--- config.mk ---
export PLATFORM = sky130hd
export DESIGN_NAME = probe_word_source
export DESIGN_NICKNAME = d
export VERILOG_FILES = /design/src/rtl/probe_word_source.sv
export SDC_FILE = /design/constraint.sdc
export NUM_CORES = 1
export LEC_CHECK = 0
export CAP_MARGIN = 20
export CORE_AREA = 3 3 160 193
export CTS_CLUSTER_DIAMETER = 150
export DETAILED_ROUTE_END_ITERATION = 7
export DIE_AREA = 0 0 163 196
export GPL_TIMING_DRIVEN = 0
export SKIP_LAST_GASP = 1
export SLEW_MARGIN = 20
export SYNTH_ARGS = -nofsm -noshare
export SYNTH_HDL_FRONTEND = slang
export SYNTH_SLANG_ARGS = --single-unit
--- constraint.sdc ---
create_clock -name UCLK -period 5.64 [get_ports UCLK]
set_input_delay 1.128 -clock UCLK [delete_from_list [all_inputs] [get_ports UCLK]]
set_output_delay 1.128 -clock UCLK [all_outputs]
set_load 0.02 [all_outputs]
--- src/rtl/probe_word_source.sv ---
// probe_word_source: serializes captured PROBE values as {header, NW data words} packets on the DATAUP/DATAVALID/ACK/DELAY link; UCLK/URST clock and sync reset, CAPTURE/CHANGE_EN capture triggers, OVERRUN/DROPS report captures dropped while the pending slot is full
module probe_word_source #(
  parameter int WIDTH = 64,
  parameter logic [15:0] PROBE_ID = 16'h0000
) (
  input  logic             UCLK,
  input  logic             URST,
  input  logic [WIDTH-1:0] PROBE,
  input  logic             CAPTURE,
  input  logic             CHANGE_EN,
  output logic [31:0]      DATAUP,
  output logic             DATAVALID,
  output logic             DELAY,
  input  logic             ACK,
  output logic             OVERRUN,
  output logic [7:0]       DROPS
);
  localparam int NW = (WIDTH + 31) / 32;
  localparam int SW = NW * 32;
  localparam logic [7:0] NW8 = 8'(NW);
  localparam logic [7:0] LAST = 8'(NW - 1);
  typedef enum logic [1:0] {IDLE, HDR, DATA} state_t;
  state_t state;
  logic [SW-1:0] shadow;
  logic [WIDTH-1:0] pending, last;
  logic pend_v;
  logic [7:0] seq, idx;
  logic cap, lw;
  function automatic logic [31:0] word_at(input logic [SW-1:0] s, input logic [7:0] i);
    logic [SW-1:0] t;
    t = s >> {i, 5'b0};
    return t[31:0];
  endfunction
  assign cap = CAPTURE || (CHANGE_EN && PROBE != last);
  assign lw = state == DATA && ACK && idx == LAST;
  assign DATAVALID = state != IDLE;
  assign DELAY = DATAVALID || pend_v;
  always_ff @(posedge UCLK) begin
    if (URST) begin
      state <= IDLE;
      shadow <= '0;
      pending <= '0;
      last <= '0;
      pend_v <= 1'b0;
      seq <= '0;
      idx <= '0;
      DATAUP <= '0;
      OVERRUN <= 1'b0;
      DROPS <= '0;
    end else begin
      if (cap) last <= PROBE;
      if (cap && state != IDLE && !lw) begin
        if (!pend_v) begin
          pending <= PROBE;
          pend_v <= 1'b1;
        end else begin
          OVERRUN <= 1'b1;
          DROPS <= DROPS + {7'd0, DROPS != 8'hff};
        end
      end
      case (state)
        IDLE: if (cap) begin
          shadow <= SW'(PROBE);
          DATAUP <= {PROBE_ID, NW8, seq};
          state <= HDR;
        end
        HDR: if (ACK) begin
          seq <= seq + 8'd1;
          idx <= '0;
          DATAUP <= word_at(shadow, 8'd0);
          state <= DATA;
        end
        DATA: if (ACK) begin
          if (idx != LAST) begin
            idx <= idx + 8'd1;
            DATAUP <= word_at(shadow, idx + 8'd1);
          end else if (pend_v || cap) begin
            // a capture on this edge refills pending only if pending is being promoted now
            shadow <= pend_v ? SW'(pending) : SW'(PROBE);
            pend_v <= pend_v && cap;
            if (pend_v && cap) pending <= PROBE;
            DATAUP <= {PROBE_ID, NW8, seq};
            state <= HDR;
          end else begin
            state <= IDLE;
          end
        end
        default: state <= IDLE;
      endcase
    end
  end
endmodule

==> flow_metrics.py <==
metrics = {
    "run_status": {
        "status": "complete, no violations",
    },
    "yosys": {
        "synthesis.nets": 1381,
        "async_reset_ff_frac": 0,
        "yosys_warnings": 0,
        "synthDistinctLibCells": 50,
        "syn_area_per_cell_um2": 8.91,
        "synth_most_common_cell": "dfxtp_1",
        "synth_area_leaders": "dfxtp_1 43%, mux2i_1 11%, nand2b_1 7.2%",
        "synth_common_cells": "252 x dfxtp_1, 192 x nor2_1, 148 x nand2_1",
        "ys_ff_latch": 252,
        "ys.flop_type": "dfxtp_1",
        "syn_inst": 1302,
        "synth_top_area_share": 0.435,
        "netlist_area_mm2": 0.0116,
        "synth_largest_area_cell": "dfxtp_1",
        "synth_edf_count": 0,
        "seq_area_frac_synth": 0.435,
    },
    "sta": {
        "relSlewSlack": 0.425,
        "worstMarginPinSlew_ps": 863,
        "post-route-min-period_ps": 4230,
        "rsz0062_at_grt": "false",
        "finalCritPeriodShare": 0.750,
        "setup_viol": 0,
        "timing.fmax_ghz": 0.237,
        "hold_viol": 0,
        "finClkSkew_ps": 10.8,
        "fin_setup_tns_ps": 0,
        "slew_viol_final": 0,
    },
    "floorplan": {
        "ioPinCount": 112,
        "std_cell_rows": 68,
        "dieArea_mm2": 0.0319,
        "die_height_um": 196,
        "initial_core_util": 0.401,
        "coreArea_mm2": 0.0289,
        "die_w_um": 163,
    },
    "clock_network": {
        "cts_buffers": 27,
        "clk_pin_slew_worst_paths_ps": 60,
        "cts_buffer_depth": 3,
        "cts_setup_buffers": 0,
        "htree_levels": 1,
        "clock_latency_ps": 540,
        "cts-resized-gates": 0,
        "cts_root_buffer": "clkbuf_16",
        "clock-sinks": 252,
        "cts_tree": "built",
        "cts_hold_buf": 0,
    },
    "global_routing": {
        "grt_max_degree": 14,
        "antenna_found_initial": 0,
        "track_usage": 0.221,
        "grt_pass1_wl_mm": 55.1,
        "overflow": 0,
        "grt_pass1_vias": 9634,
    },
    "placed_design": {
        "gpl.final_weighted_congestion": 0.891,
        "dp.cells": 1796,
        "placed_cell_area_mm2": 0.0132,
        "port_buffers": 109,
        "dp_hpwl_mm": 27.7,
    },
    "routing": {
        "routedWlPerCell_um": 19.4,
        "wirelength_mm": 35.9,
        "vias_per_cell": 5.27,
        "drc": 0,
        "drt_iter0_drc": 624,
        "postRouteAntennaNets": 0,
        "drt_first_pass_iters": 5,
        "num_vias": 9732,
    },
    "setup_path": {
        "crit_path_max_fanout": 10,
        "critPathMaxStageDelay_ps": 730,
        "critical_path.cell_chain": "clkdlybuf4s50_1 > xor2_1 > nor4_1 > nand4_1 > nor4_2 > o21ai_0 > buf_2 > clkbuf_1 > a311oi_1",
        "cp.arrival_ps": 4670,
        "required_ps": 6080,
        "critPathTopFamily": "simple AND/OR/NAND/NOR gates",
        "startpoint_type": "input pin",
        "worstSetupPathType": "in2reg",
        "end_kind": "register",
        "critPathBufInv": 3,
        "crit_path_top_delay_cell": "nor4_2",
    },
    "power": {
        "p_per_area_mw_per_mm2": 444,
        "totalPowerFinal_uw": 6280,
        "ir_drop_mv": 0.292,
        "p_leak_uw": 0.00570,
    },
    "final_layout": {
        "design_area_mm2": 0.0141,
        "area.growth.synth_to_final_pct": 21.9,
        "drive_gt1_frac": 0.0664,
        "fillers": 2836,
        "nNetsFinal": 1519,
        "diodes": 0,
        "final_cells": 1846,
    },
    "job": {
        "drv_cap": 0,
    },
    "min_path": {
        "hp-class": "reg2reg",
    },
}
## layout by cell type (no fill, tap or decap), drive strengths merged, types with 9 or more instances in the layout
cell	n
nand4	12
clkbuf	95
a311oi	74
o21ai	14
a211oi	24
clkdlybuf4s50	109
nor4	19
mux2i	131
nor2	193
ha	10
inv	11
nand2	148
a21oi	15
xor2	68
nand3	17
buf	38
nand2b	133
clkinv	9
a22oi	32
dfxtp	252
## tightest hold or removal path, delay by kind of cell, from the launching register on
| kind | cells | cell delay, ps |
|---|---|---|
| multiplexers | 1 | 60 |
| flip-flops | 1 | 310 |
| AND/OR/NAND/NOR | 1 | 60 |
## flip-flops by register name, summed over array words and instances (netlist names)
register,flops
DATAUP,32
DROPS,8
OVERRUN,1
idx,8
last,64
pend_v,1
pending,64
seq,8
shadow,64
state,2
## routing by layer
| layer | wire length, um | global-route usage |
|---|---|---|
| met5 | 0 | 0 |
| met4 | 1690 | 0.0984 |
| met3 | 1800 | 0.0287 |
| met2 | 17200 | 0.382 |
| met1 | 15200 | 0.273 |
## worst paths after layout
kind	from	endpoint	slack, ps	cells after the start
min reg2reg	pending[50]	pending[50]	470	2
max reg2reg	last[62]	shadow[53]	2320	8
min	pending[50]	pending[50]	470	2
max	PROBE[62]	shadow[53]	1410	9
## stage by stage
stage / setup slack, ps / utilization / hold WS [ps]
4_1_cts: 1550 / 0.489 / 475
3_3_place_gp: 995 / 0.455 / 449
5_1_grt: 1330 / 0.489 / 485
6_report: 1410 / 0.489 / 474
3_5_place_dp: 987 / 0.455 / 461
2_1_floorplan: 2760 / - / 449
## area by class of cell
type	instances	area, um^2	share of cell area
timing repair buffer	109	1090	0.0772
tap	385	482	0.0341
clock inverter	14	174	0.0123
inverter	10	37.5	0.00265
multi-input combinational	943	6060	0.429
sequential	252	5040	0.357
clock buffer	36	790	0.0558
buffer	97	455	0.0322
## power by group
group          switching [uW]  internal [uW]
registers                 329           2170
clock network             742           1160
logic                    1110            766
total                    2180           4100
## cell families (layout without fill, tap and decap cells)
| logic type | Yosys count | count (layout) | share of synthesized area |
|---|---|---|---|
| adders and majority gates | 10 | 10 | 0.0108 |
| DFF | 252 | 252 | 0.435 |
| and+or+nand+nor | 552 | 552 | 0.226 |
| muxes | 137 | 137 | 0.119 |
| AOI/OAI and AO/OA | 174 | 174 | 0.114 |
| xor gates and xnor gates | 70 | 70 | 0.0528 |
| buffers and inverters | 107 | 266 | 0.0425 |
No activity file was read; power rests on OpenSTA's default activity.
